<file path="config.mk">
export PLATFORM = sky130hd
export DESIGN_NAME = reg_wb_arbiter
export DESIGN_NICKNAME = d
export VERILOG_FILES = /design/src/rtl/reg_wb_arbiter.sv
export SDC_FILE = /design/constraint.sdc
export NUM_CORES = 1
export LEC_CHECK = 0
export ABC_AREA = 1
export BUFFER_PORTS_ARGS = -buffer_cell sky130_fd_sc_hd__buf_2
export CORE_MARGIN = 2
export CORE_UTILIZATION = 48
export DETAILED_ROUTE_END_ITERATION = 10
export PLACE_DENSITY = 0.77
export SLEW_MARGIN = 40
export SYNTH_ARGS = -nofsm -noshare
export SYNTH_HDL_FRONTEND = slang
export SYNTH_SLANG_ARGS = --single-unit
</file>
<file path="constraint.sdc">
create_clock -name clk -period 1.5 [get_ports clk]
set_input_delay 0.3 -clock clk [delete_from_list [all_inputs] [get_ports clk]]
set_output_delay 0.3 -clock clk [all_outputs]
set_load 0.01 [all_outputs]
</file>
<file path="src/rtl/reg_wb_arbiter.sv">
`timescale 1ns/1ps
// Purpose  : arbitrates two register-file writeback requesters (ALU, load) into one write port.
// Latency  : 2 cycles accept-to-wr_en when uncontended; +1 cycle per older or tie-winning write ahead.
// Backpress: per-requester ready is low only while its holding slot is full and not granted this cycle.
//
// Ports:
//   clk, rst_n                      clock, asynchronous active-low reset
//   reqN_valid/addr/data, reqN_ready valid-ready offer from requester N (N = 0 ALU, 1 load)
//   wr_en/wr_addr/wr_data           registered register-file write port (addr 0 never writes)
//   busy_mask                       bit i set while a holding slot holds a write to register i
//   wr_count                        committed writes since reset, wraps modulo 2^CNT_W
module reg_wb_arbiter #(
    parameter int CNT_W = 16
) (
    input  logic             clk,
    input  logic             rst_n,

    input  logic             req0_valid,
    input  logic [4:0]       req0_addr,
    input  logic [31:0]      req0_data,
    output logic             req0_ready,

    input  logic             req1_valid,
    input  logic [4:0]       req1_addr,
    input  logic [31:0]      req1_data,
    output logic             req1_ready,

    output logic             wr_en,
    output logic [4:0]       wr_addr,
    output logic [31:0]      wr_data,
    output logic [31:0]      busy_mask,
    output logic [CNT_W-1:0] wr_count
);

    // ------------------------------------------------------------------
    // Requester inputs gathered into indexable form
    // ------------------------------------------------------------------
    logic [1:0]  req_valid;
    logic [4:0]  req_addr [2];
    logic [31:0] req_data [2];

    assign req_valid   = {req1_valid, req0_valid};
    assign req_addr[0] = req0_addr;
    assign req_addr[1] = req1_addr;
    assign req_data[0] = req0_data;
    assign req_data[1] = req1_data;

    // ------------------------------------------------------------------
    // Holding slots: one per requester
    // ------------------------------------------------------------------
    logic [1:0]  slot_vld_q, slot_vld_d;
    logic [4:0]  slot_addr_q [2];
    logic [4:0]  slot_addr_d [2];
    logic [31:0] slot_data_q [2];
    logic [31:0] slot_data_d [2];
    // age_q[n] set means slot n was loaded on an earlier edge than the other
    // (currently full) slot; both clear means equal age or at most one full.
    logic [1:0]  age_q, age_d;
    // Round-robin pointer: requester favoured on the next same-age tie.
    logic        rr_q, rr_d;

    logic              wr_en_q, wr_en_d;
    logic [4:0]        wr_addr_q, wr_addr_d;
    logic [31:0]       wr_data_q, wr_data_d;
    logic [CNT_W-1:0]  wr_count_q, wr_count_d;

    // ------------------------------------------------------------------
    // Grant selection
    // ------------------------------------------------------------------
    logic [1:0] grant;
    logic       grant_idx;
    logic       tie;

    always_comb begin
        grant = 2'b00;
        tie   = 1'b0;
        case (slot_vld_q)
            2'b01:   grant = 2'b01;
            2'b10:   grant = 2'b10;
            2'b11: begin
                if (age_q[0]) begin
                    grant = 2'b01;
                end else if (age_q[1]) begin
                    grant = 2'b10;
                end else begin
                    tie   = 1'b1;
                    grant = rr_q ? 2'b10 : 2'b01;
                end
            end
            default: grant = 2'b00;
        endcase
    end

    assign grant_idx = grant[1];

    // ------------------------------------------------------------------
    // Handshake: a granted slot drains at the edge, so it may refill then.
    // ------------------------------------------------------------------
    logic [1:0] ready;
    logic [1:0] load;
    logic [1:0] kept;

    assign ready      = ~slot_vld_q | grant;
    assign load       = req_valid & ready;
    assign kept       = slot_vld_q & ~grant;
    assign req0_ready = ready[0];
    assign req1_ready = ready[1];

    // ------------------------------------------------------------------
    // Slot next state
    // ------------------------------------------------------------------
    always_comb begin
        for (int i = 0; i < 2; i++) begin
            slot_addr_d[i] = slot_addr_q[i];
            slot_data_d[i] = slot_data_q[i];
            if (load[i]) begin
                slot_addr_d[i] = req_addr[i];
                slot_data_d[i] = req_data[i];
            end
        end
        slot_vld_d = load | kept;
        // A slot that survives the edge is older than a slot filled at that
        // edge. At most one slot drains per edge, so two survivors never occur
        // with both full, and two fresh loads leave both bits clear (a tie).
        age_d[0] = kept[0] & slot_vld_d[1] & ~kept[1];
        age_d[1] = kept[1] & slot_vld_d[0] & ~kept[0];
        // Pointer moves only when a tie was actually resolved this cycle.
        rr_d = tie ? ~grant_idx : rr_q;
    end

    // ------------------------------------------------------------------
    // Write port and commit counter
    // ------------------------------------------------------------------
    always_comb begin
        wr_en_d    = 1'b0;
        wr_addr_d  = wr_addr_q;
        wr_data_d  = wr_data_q;
        if (|grant) begin
            // Register 0 is hard-wired: the slot drains but nothing is written.
            wr_en_d   = (slot_addr_q[grant_idx] != 5'd0);
            wr_addr_d = slot_addr_q[grant_idx];
            wr_data_d = slot_data_q[grant_idx];
        end
        wr_count_d = wr_en_d ? (wr_count_q + CNT_W'(1)) : wr_count_q;
    end

    // ------------------------------------------------------------------
    // Pending-write scoreboard for hazard detection upstream
    // ------------------------------------------------------------------
    always_comb begin
        busy_mask = 32'd0;
        for (int i = 0; i < 2; i++) begin
            if (slot_vld_q[i]) begin
                busy_mask[slot_addr_q[i]] = 1'b1;
            end
        end
        busy_mask[0] = 1'b0;
    end

    // ------------------------------------------------------------------
    // State registers
    // ------------------------------------------------------------------
    always_ff @(posedge clk or negedge rst_n) begin
        if (!rst_n) begin
            slot_vld_q <= 2'b00;
            age_q      <= 2'b00;
            rr_q       <= 1'b0;
            for (int i = 0; i < 2; i++) begin
                slot_addr_q[i] <= 5'd0;
                slot_data_q[i] <= 32'd0;
            end
        end else begin
            slot_vld_q <= slot_vld_d;
            age_q      <= age_d;
            rr_q       <= rr_d;
            for (int i = 0; i < 2; i++) begin
                slot_addr_q[i] <= slot_addr_d[i];
                slot_data_q[i] <= slot_data_d[i];
            end
        end
    end

    always_ff @(posedge clk or negedge rst_n) begin
        if (!rst_n) begin
            wr_en_q    <= 1'b0;
            wr_addr_q  <= 5'd0;
            wr_data_q  <= 32'd0;
            wr_count_q <= '0;
        end else begin
            wr_en_q    <= wr_en_d;
            wr_addr_q  <= wr_addr_d;
            wr_data_q  <= wr_data_d;
            wr_count_q <= wr_count_d;
        end
    end

    assign wr_en    = wr_en_q;
    assign wr_addr  = wr_addr_q;
    assign wr_data  = wr_data_q;
    assign wr_count = wr_count_q;

endmodule

</file>
Word-level counts from Yosys, hierarchy flattened:

Cells that the tools add are included.

* register bits: 133
* input port bits: 78
* output and inout bits: 88
* word-level logic and storage cells: 59

* add/sub/neg operators: 1
* magnitude comparators: 5
* equality and inequality tests: 3
* multiplexer cells: 20
* bitwise operators: 15
* reduce and logical (&&, ||, !) cells: 4

Operator list (count)
* two-way mux 32 bit: 5
* bitwise OR 32 bit: 1
* adder 16 x 1 -> 16 bit, second input constant: 1
* two-way mux 5 bit: 3
* < comparator 5 x 6 -> 1 bit, second input constant: 2
* demux 1 bit (select 5 bit): 2
* greater-or-equal comparator 5 x 1 -> 1 bit, second input constant: 2
* two-way mux 1 bit: 6
* two-way mux 2 bit: 3
* one-hot mux 2 bit (3 select lines): 1
* nonzero test 5 bit: 1
* bitwise AND 1 bit: 4
* bitwise AND 2 bit: 2
* equality test 2 bit, second input constant: 2
* inverter 2 bit: 2
* bitwise OR 2 bit: 2
* inverter 1 bit: 3
* equality test 2 x 1 -> 1 bit, second input constant: 1
* greater-or-equal comparator 2 bit, second input constant: 1
* logical AND 1 bit: 2
* inverter 1 -> 2 bit: 1
* OR reduction 2 bit: 1

Longest topological paths before layout:

Gate-level depths: netlist (run 1).

* word-level depth: 10
* depth in mapped cells: 14
* mapped depth without buffers: 11

Worst setup path before layout (run 1):

No wires, ideal clock.

* kind: flip-flop to flip-flop
* from: register slot_vld_q[1]
* to: register wr_count_q[9] (netlist: wr_count[9])
* data arrival time: 1.532 ns
* required time: 1.383 ns
* path slack: -0.149 ns
* stages on the path, launching flop included: 15
* buffers on the path: 3
* period minus slack after synthesis: 1.649 ns
* cell sequence: dfrtp_1 buf_4 nand2_4 nor2_8 nand2_4 nand2_4 buf_6 nand2_1 nand2_2 nand2_1 nor2_1 nand2_2 buf_6 nand3_1 nand2_1

* longest elaborated chain between the ends: 8
* elaborated cells between the ends (all ways): 11
* classes of those cells: 3 x eq/ne; 5 x mux; 1 x bitwise; 2 x reduce/logical

Ends and longest elaborated chain
* from (decl): line 51 `logic [1:0] slot_vld_q, slot_vld_d;`
* from (signal assigned): line 173 `slot_vld_q <= slot_vld_d;`
* equality test 2 bit or equality test 2 x 1 -> 1 bit (tied branches): line 77 `case (slot_vld_q)`
* one-hot mux 2 bit (3 select lines) (*): line 77
* inverter 1 -> 2 bit (not written as such): line 140 `wr_en_d = (slot_addr_q[grant_idx] != 5'd0);`
* two-way mux 5 bit (not written as such) (3 in series): line 140
* nonzero test 5 bit: line 140
* two-way mux 1 bit (*): line 138 `if (|grant) begin`
* to (signal assigned): line 193 `wr_count_q <= wr_count_d;`
* to (decl): line 65 `logic [CNT_W-1:0] wr_count_q, wr_count_d;`

Mark *: on every way between the ends. The rest lies on a longest branch, timed or not. The select of a mux whose other input is x is not followed.
A chain may end at the register's enable or synchronous reset.

Worst setup path in the final report (run 1):

* from: register slot_addr_q[4] in the netlist's numbering
* to: output port busy_mask[9]

* longest elaborated chain between the ends: 6
* elaborated cells between the ends (all ways): 7
* classes of those cells: 2 x order compare; 3 x mux; 1 x bitwise; 1 x reduce/logical

Ends and longest elaborated chain
* from (decl): line 52 `logic [4:0] slot_addr_q [2];`
* from (signal, indexed assignment): line 177 `slot_addr_q[i] <= slot_addr_d[i];`
* < comparator 5 x 6 -> 1 bit (not written as such) or greater-or-equal comparator 5 x 1 -> 1 bit (tied branches): line 154 `busy_mask[slot_addr_q[i]] = 1'b1;`
* logical AND 1 bit (not written as such): line 154
* two-way mux 1 bit (not written as such): line 154
* demux 1 bit (select 5 bit) (*): line 154
* bitwise OR 32 bit (no source line) (*)
* two-way mux 32 bit (*): line 153 `if (slot_vld_q[i]) begin`
* to (decl): line 31 `output logic [31:0] busy_mask,`

Mark *: on every way between the ends. The rest lies on a longest branch, timed or not.

==> flow_metrics.py, run 1 <==
metrics = {
    "critical_path": {
        "start_kind": "flop",
        "slowest_stage": "dfrtp_1",
        "ff2ff_path_depth": 13,
        "cp.required_ns": 1.20,
        "path_cells": "inv_1 > nand3_1 > o21ai_1 > buf_2",
        "arrival_ns": 1.70,
        "critPathBufInv": 2,
        "worst-setup-path-type": "reg2out",
        "end_kind": "output pin",
        "rr_endpoint": "wr_count[11]",
        "crit_path_max_fanout": 6,
        "cp_top_family": "buffers and inverters",
        "r2r-start": "slot_vld_q[0]",
        "r2r_slack_ns": -0.43,
        "critPathMaxStageDelay_ns": 0.39,
    },
    "sta": {
        "finalCritPeriodShare_pct": 133,
        "hold_viol_final": 0,
        "slew_viol_final": 0,
        "skew_ns": 0.0138,
        "setup_slack_ns": -0.496,
        "whs_ns": 0.107,
        "rsz0062_at_grt": "yes",
        "setup_viol": 161,
        "finalWorstPathRequiredPeriod_ns": 2.00,
        "fmax_ghz": 0.501,
    },
    "routing": {
        "dr.pass1.iters": 8,
        "via_per_inst": 5.42,
        "wl_met1_um": 7270,
        "drtIter0Drc": 491,
        "wl_um": 19700,
        "wl_per_cell_um": 18.3,
        "drcViolationCount": 0,
        "wl_met3_um": 1450,
        "met2_length_um": 10100,
        "antenna_left": 0,
        "routed.top_layer": "met4",
        "vias": 5836,
    },
    "outcome": {
        "status": "finished with violations",
        "violations": "negative setup slack",
    },
    "job": {
        "drv_cap": 0,
    },
    "synth": {
        "syn-instance-count": 631,
        "ys.flop_type": "dfrtp_1",
        "synth_top_area_cell": "dfrtp_1",
        "synth_area_leaders": "dfrtp_1 (55%), mux2_2 (12%), nand2_1 (9.6%)",
        "yosysMostFrequentCell": "nand2_1",
        "synthArstFlopShare_pct": 100,
        "synthesis.nets": 710,
        "ys_seq_elements": 133,
        "ys_types": 28,
        "yosysWarnings": 0,
        "synth_edf_count": 0,
        "avgSynthCellArea_um2": 9.66,
        "yosysTopAreaCellShare_pct": 54.6,
        "seq_area_frac_synth_pct": 54.6,
        "syn_area_um2": 6090,
        "synthTopCellsByCount": "nand2_1 (156), dfrtp_1 (133), mux2_2 (64)",
    },
    "cts": {
        "cts_buffer_depth": 2,
        "numCtsBuffers": 17,
        "cts_sinks": 133,
        "cts_tree": "yes",
        "clk_root_buffer_cell": "clkbuf_16",
        "clock_latency_ns": 0.42,
        "path_clk_slew_ns": 0.06,
        "htreeDepth": 4,
    },
    "floorplanning": {
        "pin_count": 166,
        "start_util_pct": 48.7,
        "dieArea_um2": 13600,
        "die_w_um": 117,
        "coreArea_um2": 12500,
        "num_rows": 41,
        "die_h_um": 117,
    },
    "cells_and_area": {
        "drive_gt1_share_pct": 52.1,
        "area_delta_synth_final_pct": 56.9,
        "fin_util_pct": 76.4,
        "layout.nets": 970,
        "design_area_um2": 9560,
    },
    "global_routing": {
        "grt_overflow_total": 0,
        "antenna_found_initial": 1,
        "grt_pass1_wl_um": 28200,
        "grtUsageTotal_pct": 27.4,
        "grt_max_degree": 48,
        "grt_pass1_vias": 5634,
    },
    "placed_design": {
        "place_congestion": 0.836,
        "io_buffers": 164,
        "hpwl_um": 10600,
        "dp_slack_ns": -0.190,
        "post_dp_cell_area_um2": 7530,
    },
    "power": {
        "power_switching_share_pct": 34.9,
        "switchingPower_w": 0.00605,
        "p_per_area_nw_per_um2": 1810,
        "vdd_drop_max_v": 0.00113,
        "clock_power_share_pct": 25.3,
        "intPower_w": 0.0113,
        "combPwrFrac_pct": 42.3,
        "total_leakage_power_nw": 4.56,
        "p_total_w": 0.0173,
        "seqPwrFrac_pct": 32.4,
    },
    "min_path": {
        "hp-start": "req0_data[29]",
        "hold_class": "in2reg",
        "min_to": "slot_data_q[61]",
        "min_path_cells": 2,
    },
}
==> worst register-to-register path: stages, from the launching register on <==
cell	delay [ns]
dfrtp_1	0.39
buf_4	0.14
buf_6	0.11
nand2_4	0.07
nor2_8	0.04
nand2_4	0.11
buf_4	0.13
nand3_1	0.17
nand2_4	0.16
nand3_2	0.11
o21bai_4	0.17
buf_12	0.16
nand2_1	0.06
nand2_1	0.06
==> cells in the final DEF, fill, tap and decap left out, types with 8 or more instances in the layout <==
cell / instances
a31oi_1: 31
buf_12: 20
buf_16: 9
buf_2: 161
buf_4: 50
buf_6: 15
clkbuf_16: 20
dfrtp_1: 129
inv_1: 11
inv_2: 9
mux2_2: 64
nand2_1: 129
nand2_2: 24
nand2_4: 12
nand3_1: 30
nor2_1: 46
nor2_4: 8
nor3_1: 8
o21ai_1: 20
o21ai_2: 14
xnor2_1: 8
==> worst max-delay path by stage <==
stage,cells past startpoint,slack (ns),start,end
floorplan,14,-0.14,slot_vld_q[1],wr_count[9]
global placement,11,-0.11,slot_vld_q[1],wr_count[11]
detailed placement,8,-0.19,slot_vld_q[1],wr_data[5]
CTS,7,-0.37,slot_vld_q[0],busy_mask[20]
global route,4,-0.52,slot_addr_q[4],busy_mask[9]
finish,4,-0.50,slot_addr_q[4],busy_mask[9]
==> power by group through the flow <==
stage | registers (W) | logic (W) | clock network [W]
2_1_floorplan | 0.00572 | 0.00250 | 0
3_5_place_dp | 0.00552 | 0.00484 | 0
5_1_grt | 0.00573 | 0.00781 | 0.00462
3_3_place_gp | 0.00548 | 0.00469 | 0
4_1_cts | 0.00552 | 0.00639 | 0.00442
6_report | 0.00561 | 0.00733 | 0.00439
==> flip-flops by register name (all words and copies together) (netlist names) <==
| signal | flops |
|---|---|
| wr_addr | 5 |
| slot_data_q | 64 |
| wr_data | 32 |
| slot_addr_q | 10 |
| wr_en | 1 |
| slot_vld_q | 2 |
| age_q | 2 |
| wr_count | 16 |
| rr_q | 1 |
==> repair_timing <==
action | CTS | global route
setup buffers | 25 | 7
resized for setup | 111 | 105
pin swaps | 26 | 22
hold buffers | 1 | 0
gates cloned | 13 | 4
hold endpoints to repair | 14 | 0
setup endpoints to repair | 156 | 162
==> per-layer routing <==
layer  track usage (%)  up-vias
met5                 0        -
met4              12.6        0
met3              8.98       89
met2              47.2      256
met1              31.0     2832
li1                  -     2659
==> through the flow <==
step | std cells | setup TNS, ns
final | 1077 | -48.37
after global routing | 1076 | -58.29
after CTS | 1066 | -40.38
after detailed placement | 995 | -16.05
after global placement | 995 | -10.72
after floorplan | 631 | -4.41
==> cell type report <==
cell class / count / area (um2)
flip-flops and latches: 133 / 3330
multi-input cells: 446 / 3010
fillers: 822 / 2960
repair buffers: 268 / 2250
clock buffers: 21 / 450
well taps: 172 / 215
clock inverters: 11 / 176
inverters: 25 / 116
diodes: 1 / 2.50
==> cells by family (layout without fill, tap and decap cells) <==
kind of cell	count (synthesis)	after routing	share of synthesized area (%)
DFF	133	133	54.6
and+or+nand+nor	282	283	19.6
buffers and inverters	53	325	3.90
xor gates and xnor gates	14	14	2.01
other	1	2	0.0615
adders and majority gates	1	1	0.205
muxes	64	64	11.8
AOI/OAI and AO/OA	83	83	7.76
Note: power is estimated with default switching activity, not from simulation.
==> run 2: changes to the inputs <==
Settings changed: REMOVE_ABC_BUFFERS set to 1.
==> flow_metrics.py, run 2 (synthesis gave the netlist of run 1 again) <==
metrics = {
    "cts": {
        "clock_latency_ns": 0.42,
        "clk_root_buffer_cell": "clkbuf_16",
        "cts_tree": "yes",
        "cts_buffer_depth": 2,
        "cts_sinks": 133,
        "numCtsBuffers": 17,
        "htreeDepth": 4,
        "path_clk_slew_ns": 0.06,
    },
    "cells_and_area": {
        "layout.nets": 970,
        "design_area_um2": 9520,
        "area_delta_synth_final_pct": 56.3,
        "layout_commonest_cell": "buf_2",
        "fin_util_pct": 76.1,
        "multi_input_area_um2": 3110,
        "antenna_cells": 0,
        "most-common-layout-cells": "buf_2 (161), dfrtp_1 (130), nand2_1 (127)",
        "largest-register": "slot_data_q",
        "seqCellArea_um2": 3330,
        "largest_reg_flops": 64,
        "finalNonFillerCells": 1076,
        "fillCellCount": 844,
        "drive_gt1_share_pct": 52.2,
    },
    "critical_path": {
        "cp_top_family": "flip-flops",
        "start_kind": "flop",
        "critPathMaxStageDelay_ns": 0.47,
        "arrival_ns": 1.72,
        "cp.required_ns": 1.20,
        "crit_path_max_fanout": 8,
        "end_kind": "output pin",
        "path_cells": "inv_2 > nor3_2 > buf_4 > nand2_1 > o21ai_1 > buf_2",
        "slowest_stage": "dfrtp_1",
        "r2r_slack_ns": -0.30,
        "worst-setup-path-type": "reg2out",
        "critPathBufInv": 3,
    },
    "power": {
        "switchingPower_w": 0.00618,
        "clock_power_share_pct": 24.9,
        "intPower_w": 0.0111,
        "total_leakage_power_nw": 4.59,
        "vdd_drop_max_v": 0.00124,
        "combPwrFrac_pct": 42.7,
        "seqPwrFrac_pct": 32.4,
        "p_per_area_nw_per_um2": 1810,
        "power_switching_share_pct": 35.8,
    },
    "min_path": {
        "hold_class": "in2reg",
    },
    "routing": {
        "antenna_left": 0,
        "drcViolationCount": 0,
        "vias": 5917,
        "drtIter0Drc": 450,
        "wl_per_cell_um": 18.9,
        "wl_um": 20400,
        "dr.pass1.iters": 5,
        "via_per_inst": 5.50,
    },
    "sta": {
        "fmax_ghz": 0.494,
        "skew_ns": 0.0131,
        "setup_viol": 159,
        "hold_viol_final": 0,
        "setup_slack_ns": -0.525,
        "rsz0062_at_grt": "yes",
        "finalWorstPathRequiredPeriod_ns": 2.02,
        "finalCritPeriodShare_pct": 135,
        "slew_viol_final": 0,
    },
    "global_routing": {
        "grt_overflow_total": 0,
        "antenna_found_initial": 0,
        "grt_max_degree": 57,
        "grt_pass1_vias": 5596,
        "grt_pass1_wl_um": 28300,
        "grtUsageTotal_pct": 27.7,
    },
    "job": {
        "drv_cap": 0,
    },
    "placed_design": {
        "placed_cells": 993,
        "place_congestion": 0.843,
        "io_buffers": 164,
        "hpwl_um": 10200,
        "post_dp_cell_area_um2": 7510,
    },
    "floorplanning": {
        "pin_count": 166,
        "start_util_pct": 48.7,
        "num_rows": 41,
        "die_h_um": 117,
        "dieArea_um2": 13600,
        "die_w_um": 117,
        "coreArea_um2": 12500,
    },
    "outcome": {
        "violations": "negative setup slack",
        "status": "finished with violations",
    },
}
-- run 2: cell count changes in the layout (fill, tap and decap cells not counted), moves of 4 or more --
cell,previous run,this run
mux2_2,64,39
nand2_2,24,28
mux2_4,0,25
buf_4,50,56
o21ai_1,20,25
o21ai_2,14,8
-- run 2: repair_timing --
item                                   CTS  global route
gates cloned                            17             0
resized for setup                      124           130
setup buffers                           29            11
pin swaps                               13            32
endpoints found under the hold margin   20             0
hold buffers                             1             0
setup endpoints to repair              156           160
-- run 2: power groups by stage --
stage / Sequential, W / Combinational [W] / Clock [W]
floorplan: 0.00573 / 0.00233 / 0
global route: 0.00574 / 0.00786 / 0.00451
CTS: 0.00548 / 0.00654 / 0.00432
detailed placement: 0.00552 / 0.00484 / 0
finish: 0.00560 / 0.00736 / 0.00430
global placement: 0.00549 / 0.00471 / 0
-- run 2: final cells by class --
class / count / share of cell area (%)
Clock buffer: 21 / 4.83
Sequential cell: 133 / 35.0
Timing Repair Buffer: 268 / 22.5
Inverter: 25 / 1.22
Clock inverter: 11 / 1.58
Tap cell: 172 / 2.26
Multi-Input combinational cell: 446 / 32.7
-- run 2: worst paths after layout --
kind                                start         endpoint  depth (start not counted)
max in group asynchronous           rst_n         age_q[0]                          3
setup reg to reg            slot_vld_q[0]     wr_count[11]                         13
setup / recovery           slot_addr_q[5]    busy_mask[27]                          6
hold reg to reg                wr_addr[4]       wr_addr[4]                          2
min in group asynchronous           rst_n  slot_data_q[19]                          2
hold / removal              req0_data[22]  slot_data_q[54]                          2
-- run 2: per-layer routing --
metal  track usage (%)  wire, um  vias to the layer above
met5                 0         0                        -
met4              10.4       691                        0
met2              46.7     10600                      306
met3              8.77      1580                       79
met1              33.2      7560                     2891
li1                  -         -                     2641
-- run 2: metrics by stage --
stage	power, W	hold WS, ns	setup slack (ns)	setup TNS (ns)
CTS	0.0163	0.0868	-0.348	-30.87
finish	0.0173	0.116	-0.525	-35.74
floorplan	0.00806	0.00441	-0.726	-63.61
global placement	0.0102	0.233	-0.103	-7.30
global route	0.0181	0.0990	-0.594	-45.79
detailed placement	0.0104	0.235	-0.204	-14.55
==> run 3: changes to the inputs <==
Settings changed: CELL_PAD_IN_SITES_DETAIL_PLACEMENT set to 0, CELL_PAD_IN_SITES_GLOBAL_PLACEMENT set to 1, CORE_UTILIZATION 48 to 36, PLACE_DENSITY 0.77 to unset, PLACE_DENSITY_LB_ADDON set to 0.1, RECOVER_POWER set to 100.
==> flow_metrics.py, run 3 (synthesis gave the netlist of run 1 again) <==
metrics = {
    "cts": {
        "numCtsBuffers": 17,
        "cts_sinks": 133,
        "clk_root_buffer_cell": "clkbuf_16",
        "path_clk_slew_ns": 0.06,
        "cts_tree": "yes",
        "htreeDepth": 4,
        "clock_latency_ns": 0.42,
        "cts_buffer_depth": 2,
    },
    "sta": {
        "tightest_slew_ns": 1.09,
        "fin_setup_tns_ns": -32.64,
        "finalWorstPathRequiredPeriod_ns": 1.89,
        "finalCritPeriodShare_pct": 126,
        "setup_viol": 157,
        "whs_ns": 0.109,
        "slew_headroom_pct": 27.4,
        "skew_ns": 0.00872,
        "fmax_ghz": 0.529,
        "rsz0062_at_grt": "yes",
        "setup_slack_ns": -0.390,
        "slew_viol_final": 0,
        "hold_viol_final": 0,
    },
    "cells_and_area": {
        "area_delta_synth_final_pct": 59.9,
        "largest-register": "slot_data_q",
        "layout_commonest_cell": "dfrtp_1",
        "drive_gt1_share_pct": 49.8,
        "most-common-layout-cells": "dfrtp_1 (129), buf_2 (111), nand2_1 (87)",
        "layout.nets": 968,
        "largest_reg_flops": 64,
    },
    "power": {
        "switchingPower_w": 0.00635,
        "intPower_w": 0.0107,
        "total_leakage_power_nw": 4.60,
        "power_switching_share_pct": 37.1,
        "combPwrFrac_pct": 43.4,
        "p_total_w": 0.0171,
        "clock_power_share_pct": 23.2,
        "vdd_drop_max_v": 0.00113,
        "p_per_area_nw_per_um2": 1750,
        "seqPwrFrac_pct": 33.4,
    },
    "routing": {
        "dr.pass1.iters": 4,
        "antenna_left": 0,
        "via_per_inst": 4.99,
        "wl_um": 20100,
        "wl_per_cell_um": 17.9,
        "drtIter0Drc": 243,
        "vias": 5614,
        "drcViolationCount": 0,
    },
    "global_routing": {
        "grt_pass1_vias": 5469,
        "grt_overflow_total": 0,
        "grt_max_degree": 43,
        "grt_pass1_wl_um": 29700,
        "antenna_found_initial": 1,
        "grtUsageTotal_pct": 21.6,
    },
    "floorplanning": {
        "coreArea_um2": 16600,
        "dieArea_um2": 18000,
        "die_h_um": 134,
        "die_w_um": 134,
        "start_util_pct": 36.8,
        "pin_count": 166,
        "num_rows": 47,
    },
    "critical_path": {
        "worst-setup-path-type": "reg2reg",
        "cp.required_ns": 1.86,
        "start_kind": "flop",
        "startpoint": "slot_vld_q[1]",
        "end_kind": "flop",
        "arrival_ns": 2.25,
        "r2r-start": "slot_vld_q[1]",
        "crit_path_max_fanout": 8,
    },
    "placed_design": {
        "io_buffers": 164,
        "place_congestion": 0.758,
        "hpwl_um": 11700,
    },
    "min_path": {
        "hp-start": "req1_data[12]",
        "hold_class": "in2reg",
    },
    "outcome": {
        "status": "finished with violations",
        "violations": "negative setup slack",
    },
    "job": {
        "drv_cap": 0,
    },
}
==> run 3: layout make-up <==
type,instances,area [um2]
inverter,25,124
clock inverter,13,123
multi-input combinational,446,3330
timing repair buffer,266,2120
sequential,133,3330
antenna,2,5.00
tap,220,275
fill,1466,6840
clock buffer,19,443
==> run 3: metal layers <==
metal | GRT usage, % | vias to the layer above | part of all wire, %
li1 | - | 2654 | -
met2 | 36.8 | 171 | 51
met4 | 5.85 | 0 | 0.98
met5 | 0 | - | 0
met1 | 26.8 | 2768 | 42
met3 | 6.42 | 21 | 6.3
==> run 3: power groups by stage <==
stage	clock network (W)	registers, W	logic [W]
final	0.00397	0.00570	0.00742
after global routing	0.00424	0.00585	0.00798
after CTS	0.00404	0.00553	0.00632
after detailed placement	0	0.00554	0.00500
after global placement	0	0.00549	0.00488
after floorplan	0	0.00573	0.00233
==> run 3: worst max-delay path: stages, from the launching register on <==
cell and delay, ns:
dfrtp_1 0.39, buf_6 0.13, nand2_4 0.06, nor2_8 0.12, nand2_8 0.09, nand2_8 0.12
clkbuf_1 0.11, nand2_2 0.05, nand2_2 0.07, nand2_2 0.08, o21bai_4 0.26, clkbuf_16 0.23
nand2_2 0.04, nand2_1 0.06
==> run 3: per-stage QoR <==
stage | cell area (um2) | setup WS [ns] | instances | utilization, %
6_report | 9750 | -0.390 | 1124 | 58.8
5_1_grt | 9740 | -0.480 | 1122 | 58.7
4_1_cts | 8950 | -0.374 | 1108 | 54.0
2_1_floorplan | 5950 | -0.726 | 603 | -
3_5_place_dp | 7630 | -0.187 | 1046 | 46.0
3_3_place_gp | 7630 | -0.152 | 1046 | 46.0
==> run 3: worst paths after layout <==
| kind | end | slack, ns | cells past startpoint |
|---|---|---|---|
| setup / recovery | wr_count[12] | -0.39 | 13 |
| hold reg to reg | wr_addr[1] | 0.51 | 2 |
| hold / removal | slot_data_q[12] | 0.11 | 2 |
| min in group asynchronous | slot_addr_q[2] | 0.63 | 2 |
| max in group asynchronous | wr_count[11] | 0.09 | 3 |
| setup reg to reg | wr_count[12] | -0.39 | 13 |
==> run 3: timing repair <==
| action | CTS | global route |
|---|---|---|
| pin swaps | 12 | 48 |
| hold endpoints to repair | 31 | 0 |
| hold buffers | 1 | 0 |
| setup endpoints to repair | 133 | 157 |
| gates cloned | 13 | 5 |
| buffers inserted | 16 | 13 |
| resized for setup | 110 | 189 |
